<file path="src/rtl/lut_edge_multi.sv">
`timescale 1ns/1ps
`default_nettype none
// ============================================================================
// Module   : lut_edge_multi
// Brief    : N-input LUT with per-input level/edge qualification and a
//            retriggerable output pulse stretcher.
// Revision : 1.0 - initial release
// ============================================================================
module lut_edge_multi #(
    parameter  int N_INP     = 5,
    parameter  int STRETCH_W = 16,
    localparam int LUT_W     = 1 << N_INP
) (
    input  logic                   clk_i,
    input  logic                   reset_n_i,
    input  logic [N_INP-1:0]       inp_i,
    input  logic [LUT_W-1:0]       FUNC,
    input  logic                   FUNC_WSTB,
    input  logic [2*N_INP-1:0]     EDGE,
    input  logic                   EDGE_WSTB,
    input  logic [STRETCH_W-1:0]   WIDTH,
    output logic                   out_o
);

    localparam logic [1:0] c_MODE_LEVEL   = 2'd0;
    localparam logic [1:0] c_MODE_RISING  = 2'd1;
    localparam logic [1:0] c_MODE_FALLING = 2'd2;

    logic [LUT_W-1:0]     func_q;
    logic [2*N_INP-1:0]   edge_q;
    logic [N_INP-1:0]     inp_d_q;
    logic                 primed_q;
    logic [STRETCH_W-1:0] cnt_q;
    logic [STRETCH_W-1:0] cnt_d;
    logic                 out_q;
    logic                 out_d;

    logic [N_INP-1:0]     w_eff;
    logic                 w_raw;

    // Edge modes stay quiet until inp_d_q holds a real sample after reset.
    always_comb begin
        w_eff = '0;
        for (int k = 0; k < N_INP; k++) begin
            case (edge_q[2*k +: 2])
                c_MODE_LEVEL:   w_eff[k] = inp_i[k];
                c_MODE_RISING:  w_eff[k] = primed_q & inp_i[k] & ~inp_d_q[k];
                c_MODE_FALLING: w_eff[k] = primed_q & ~inp_i[k] & inp_d_q[k];
                default:        w_eff[k] = primed_q & (inp_i[k] ^ inp_d_q[k]);
            endcase
        end
    end

    assign w_raw = func_q[w_eff];

    // WIDTH is sampled only at a load, so changes mid-count never disturb it.
    always_comb begin
        cnt_d = cnt_q;
        if (w_raw) begin
            cnt_d = (WIDTH > STRETCH_W'(1)) ? (WIDTH - STRETCH_W'(1)) : '0;
        end else if (cnt_q != '0) begin
            cnt_d = cnt_q - STRETCH_W'(1);
        end
        out_d = w_raw | (cnt_q != '0);
    end

    always_ff @(posedge clk_i or negedge reset_n_i) begin
        if (!reset_n_i) begin
            func_q   <= '0;
            edge_q   <= '0;
            inp_d_q  <= '0;
            primed_q <= 1'b0;
            cnt_q    <= '0;
            out_q    <= 1'b0;
        end else begin
            if (FUNC_WSTB) func_q <= FUNC;
            if (EDGE_WSTB) edge_q <= EDGE;
            inp_d_q  <= inp_i;
            primed_q <= 1'b1;
            cnt_q    <= cnt_d;
            out_q    <= out_d;
        end
    end

    assign out_o = out_q;

endmodule
`default_nettype wire

</file>
<file path="config.mk">
export PLATFORM = sky130hd
export DESIGN_NAME = lut_edge_multi
export DESIGN_NICKNAME = d
export VERILOG_FILES = /design/src/rtl/lut_edge_multi.sv
export SDC_FILE = /design/constraint.sdc
export NUM_CORES = 1
export LEC_CHECK = 0
export BUFFER_PORTS_ARGS = -buffer_cell sky130_fd_sc_hd__buf_4
export CAP_MARGIN = 10
export CORE_ASPECT_RATIO = 0.5
export CORE_MARGIN = 5
export CORE_UTILIZATION = 50
export DETAILED_ROUTE_END_ITERATION = 10
export PLACE_DENSITY = 0.73
export SYNTH_ARGS = -nofsm -noshare
export SYNTH_HDL_FRONTEND = slang
export SYNTH_SLANG_ARGS = --single-unit
</file>
<file path="constraint.sdc">
create_clock -name clk_i -period 2.96 [get_ports clk_i]
set_input_delay 0.74 -clock clk_i [delete_from_list [all_inputs] [get_ports clk_i]]
set_output_delay 0.74 -clock clk_i [all_outputs]
set_load 0.05 [all_outputs]
</file>
== Yosys cells after proc, flatten, opt, wreduce, memory -nomap -nowiden ==
Cells that the tools add are included.
Storage, ports and cells
  register bits after elaboration: 65
  logic and storage cells: 78
  output and inout bits: 1
  bits of input ports: 67
Operators by class
  eq/ne operators: 10
  muxes and demuxes: 10
  order comparisons: 2
  add/sub/neg operators: 2
  reduce and logical (&&, ||, !) cells: 7
  bitwise gates (word level): 41
Operator list (number)
  two-way mux 16 bit: 3
  subtractor 16 x 1 -> 16 bit, second input constant: 2
  bitwise AND 1 bit: 25
  greater-than comparator 16 x 1 -> 1 bit, second input constant: 1
  nonzero test 16 bit: 1
  one-hot mux 1 bit (3 select lines): 5
  == test 2 x 1 -> 1 bit, second input constant: 5
  == test 2 bit, second input constant: 5
  zero test 2 bit: 5
  NOT 1 bit: 10
  less-than comparator 5 x 6 -> 1 bit, second input constant: 1
  binary-select mux 1 bit (select 5 bit): 1
  XOR 1 bit: 5
  nonzero test 2 bit: 1
  two-way mux 1 bit: 1
  bitwise OR 1 bit: 1

== Longest topological paths before layout ==
  word-level depth: 7
  depth in mapped cells: 11
  gate-level depth less buffers: 8

== Worst setup path before layout ==
OpenSTA, ideal clock, no wires.
  kind: input-to-reg
  start: input inp_i[0]
  end: register cnt_q[10]
  stages: 10
  buffers on the path: 2
  setup time: 0.079 ns
  slack: 0.381 ns
  data required time: 2.881 ns
  arrival time: 2.499 ns
  cell sequence: inv_2 > o311ai_4 > mux2_4 > nor3_1 > a221oi_2 > nand4_1 > and4_4 > buf_6 > buf_12 > mux2i_1
On the way
  longest elaborated chain between the ends: 7
  elaborated cells between the ends (all ways): 12
  those cells by class: mux: 4; bitwise: 7; reduce/logical: 1
RTL lines
  start: declaration: RTL line 16  | input logic [N_INP-1:0] inp_i,
  NOT 1 bit: RTL line 48  | c_MODE_FALLING: w_eff[k] = primed_q & ~inp_i[k] & inp_d_q[k];
  bitwise AND 1 bit (2 in a row): RTL line 48
  one-hot mux 1 bit (3 select lines) (*): RTL line 45  | case (edge_q[2*k +: 2])
  binary-select mux 1 bit (select 5 bit) (*): RTL line 54  | assign w_raw = func_q[w_eff];
  two-way mux 1 bit (implied by the code) (*): RTL line 54
  two-way mux 16 bit / nonzero test 2 bit (equally long branches)
  end signal: assignment: RTL line 80  | cnt_q <= cnt_d;
  end: declaration: RTL line 33  | logic [STRETCH_W-1:0] cnt_q;
Every way passes the cells marked *; elsewhere a longest branch is shown, timed or not. The select of a mux whose other input is x is not followed.
A chain may end at the register's enable or synchronous reset.

== Worst setup path after layout ==
  start: register cnt_q[2]
  end: register cnt_q[1]
On the way
  longest elaborated chain between the ends: 2
RTL lines
  nonzero test 16 bit: RTL line 61  | end else if (cnt_q != '0) begin
  nonzero test 2 bit (no line)
No other way between the ends.

==> reports/qor.txt <==
Max incr delay on CP - 0.61 ns
Status - finished clean
Min-delay worst type - in -> async
Area delta synth->final - 24.7%
Max-Cap Viols - 0
Critical path class - reg -> reg
Crit-path max FO - 10
Most frequent cells in the layout - buf_4 (69), dfrtp_1 (65), nand2_1 (49)
Final setup fails - 0
Yosys warns - 0
Chip height - 69.2 um
RSZ-0062 raised after global routing - no
Die ar. - 8890 sq um
Remaining global-route overflow - 0
Global placer's final weighted congestion - 0.840
# nets final - 458
Pin count of the biggest net entering global routing - 66
Clock buffer count from CTS - 9
WL final - 7.14 mm
Slew margin rel. - 46.7%
DRC - 0
Reg2Reg Depth - 8
Syn_area_per_cell - 11.1 sq um
Synthesized net count - 388
Initial antenna violation count - 0
Die Span X - 128 um
Number of synthesized flops with an enable pin - 0
Fin Clk Skew - 0.00456 ns
Final Slew Violations - 0
Initial Util - 51.9%
Clk Latency, worst-skew pair - 0.33 ns
Pleak - 2.01 nW
Hold WS - 0.497 ns
Via-to-Cell Ratio - 5.21
Worst-path cell chain - or4_1, nor4_2, and2b_1, nand4b_1, buf_4, nand2_1, o21ai_0, mux2i_1
Final Hold Viols - 0
Post-Syn Instances - 317
CTS tree - yes
Global-route wire length before repair - 12.5 mm
Antenna viol nets, final - 0
Per-cell routed wire length - 14.8 um
Worst Max-Slew Pin Slew - 0.799 ns
Pwr dens - 657 nW/um^2
Number of fill cells - 541
1st-pass router iterations - 4
Cell area after synthesis - 3500 sq um
Maximum achievable frequency - 397 MHz
Register area share after synthesis - 46.4%
Ant diodes - 0
Port bufs - 67
Arrival time worst endpoint - 2.77 ns
Reg-to-reg critical path endpoint - cnt_q[1]$_DFFE_PN0P_
# hold bufs at CTS - 0
Final period util - 85.1%
Clock Tree Buf Depth - 2
CTS clk-pin slew, worst paths - 0.05 ns
GRT Overall Usage - 17.5%
Fin Setup TNS - 0 ns
Placeable Area - 6750 sq um
Async S/R FF share, synth - 100%
Vias in the first global route - 2692
R2R Setup Slk - 0.44 ns
DP Wirelength - 5.33 mm
Crit. End Element - flop
Commonest non-fill, non-tap cell in the layout - buf_4
Root buffer cell - clkbuf_16
Clk sink count - 65
Worst r2r src - cnt_q[2]$_DFFE_PN0P_
Power, Total - 0.00287 W
Unique cell type count in the Yosys netlist - 37
Share of layout cells above drive strength 1 - 33.6%
Worst Path Required - 3.21 ns
Setup crit start kind - flop
Std-Cell Rows - 21
Peak supply drop - 0.326 mV
Ports - 68
Critical-path top delay cell - or4_1
Via Count - 2513
Most used flip-flop cell after synthesis - dfrtp_1
H-tree levels - 3
Min Tclk post-route - 2.52 ns
Initial drt markers - 76
Register bit total from synthesis - 65
Cts repair resizes - 0
Postcts setup bufs - 0
where the power goes:
part	leakage (nW)	total [W]	switching [W]	internal, W
clock	0.137	0.00102	0.000359	0.000663
sequential	0.756	0.00119	0.000141	0.00105
combinational	1.12	0.000657	0.000309	0.000349
through the flow:
step           worst slack [ns]  area (sq um)  std cells  util (%)
2_1_floorplan             0.381          3500        317         -
3_3_place_gp              0.338          4080        468      60.5
3_5_place_dp              0.203          4080        468      60.5
4_1_cts                   0.419          4370        482      64.7
5_1_grt                   0.179          4370        482      64.7
6_report                  0.441          4370        482      64.7
registers in the layout, summed over array words and instances (netlist names):
name,cells
cnt_q,16
func_q,32
out_o,1
edge_q,10
inp_d_q,5
primed_q,1
final cells by class:
class | instances | area, sq um | area share, %
clock buffer | 11 | 243 | 5.56
sequential | 65 | 1630 | 37.2
inverter | 6 | 22.5 | 0.515
tap | 92 | 115 | 2.63
clock inverter | 3 | 42.5 | 0.974
timing repair buffer | 70 | 538 | 12.3
multi-input combinational | 235 | 1780 | 40.8
logic make-up (layout without fill, tap and decap cells):
logic type,Yosys count,in the layout,share of synthesized area [%]
other,1,1,0.107
xor gates and xnor gates,28,28,7.00
AOI/OAI and AO/OA,19,19,4.53
and+or+nand+nor,109,109,15.0
muxes,74,74,22.8
buffers and inverters,17,90,2.75
adders and majority gates,4,4,1.43
DFF,65,65,46.4
routing by layer:
metal  wire, um  track usage [%]  part of all wire [%]
met1       3220             22.4                    45
met2       3430             27.5                    48
met3        409             5.85                   5.7
met4         82             6.94                   1.1
met5          0                0                     0
synthesized netlist by cell type, types with 4 or more instances:
library cell | count | area (sq um)
a22o_1 | 4 | 35.0
ha_1 | 4 | 50.1
nand4b_1 | 4 | 35.0
dfrtp_1 | 65 | 1630
mux2_2 | 42 | 473
clkbuf_1 | 4 | 15.0
nand2_1 | 49 | 184
a22oi_1 | 5 | 37.5
nand3_1 | 5 | 25.0
nor4_1 | 6 | 37.5
nor3_1 | 9 | 45.0
xor2_1 | 16 | 140
o21ai_0 | 5 | 25.0
xnor2_1 | 12 | 105
inv_1 | 5 | 18.8
nand3b_1 | 5 | 37.5
mux2i_1 | 31 | 310
nor2_1 | 19 | 71.3
worst max-delay path: cells and delay by family, from the launching register on:
family	cells	cell delay (ns)
AO/OA/AOI/OAI	1	0.08
AND/OR/NAND/NOR	5	1.47
buffers and inverters	1	0.31
multiplexers	1	0.17
flip-flops	1	0.42
how the worst max path moves through the flow:
stage	start	to	slack, ns	cells past startpoint
after detailed placement	inp_i[0]	cnt_q[1]$_DFFE_PN0P_	0.20	9
after global placement	inp_i[0]	cnt_q[13]$_DFFE_PN0P_	0.34	9
after global routing	cnt_q[2]$_DFFE_PN0P_	cnt_q[1]$_DFFE_PN0P_	0.18	8
after floorplan	inp_i[0]	cnt_q[10]$_DFFE_PN0P_	0.38	10
after CTS	cnt_q[2]$_DFFE_PN0P_	cnt_q[1]$_DFFE_PN0P_	0.42	8
final	cnt_q[2]$_DFFE_PN0P_	cnt_q[1]$_DFFE_PN0P_	0.44	8
(Power assumes the default switching activity.)
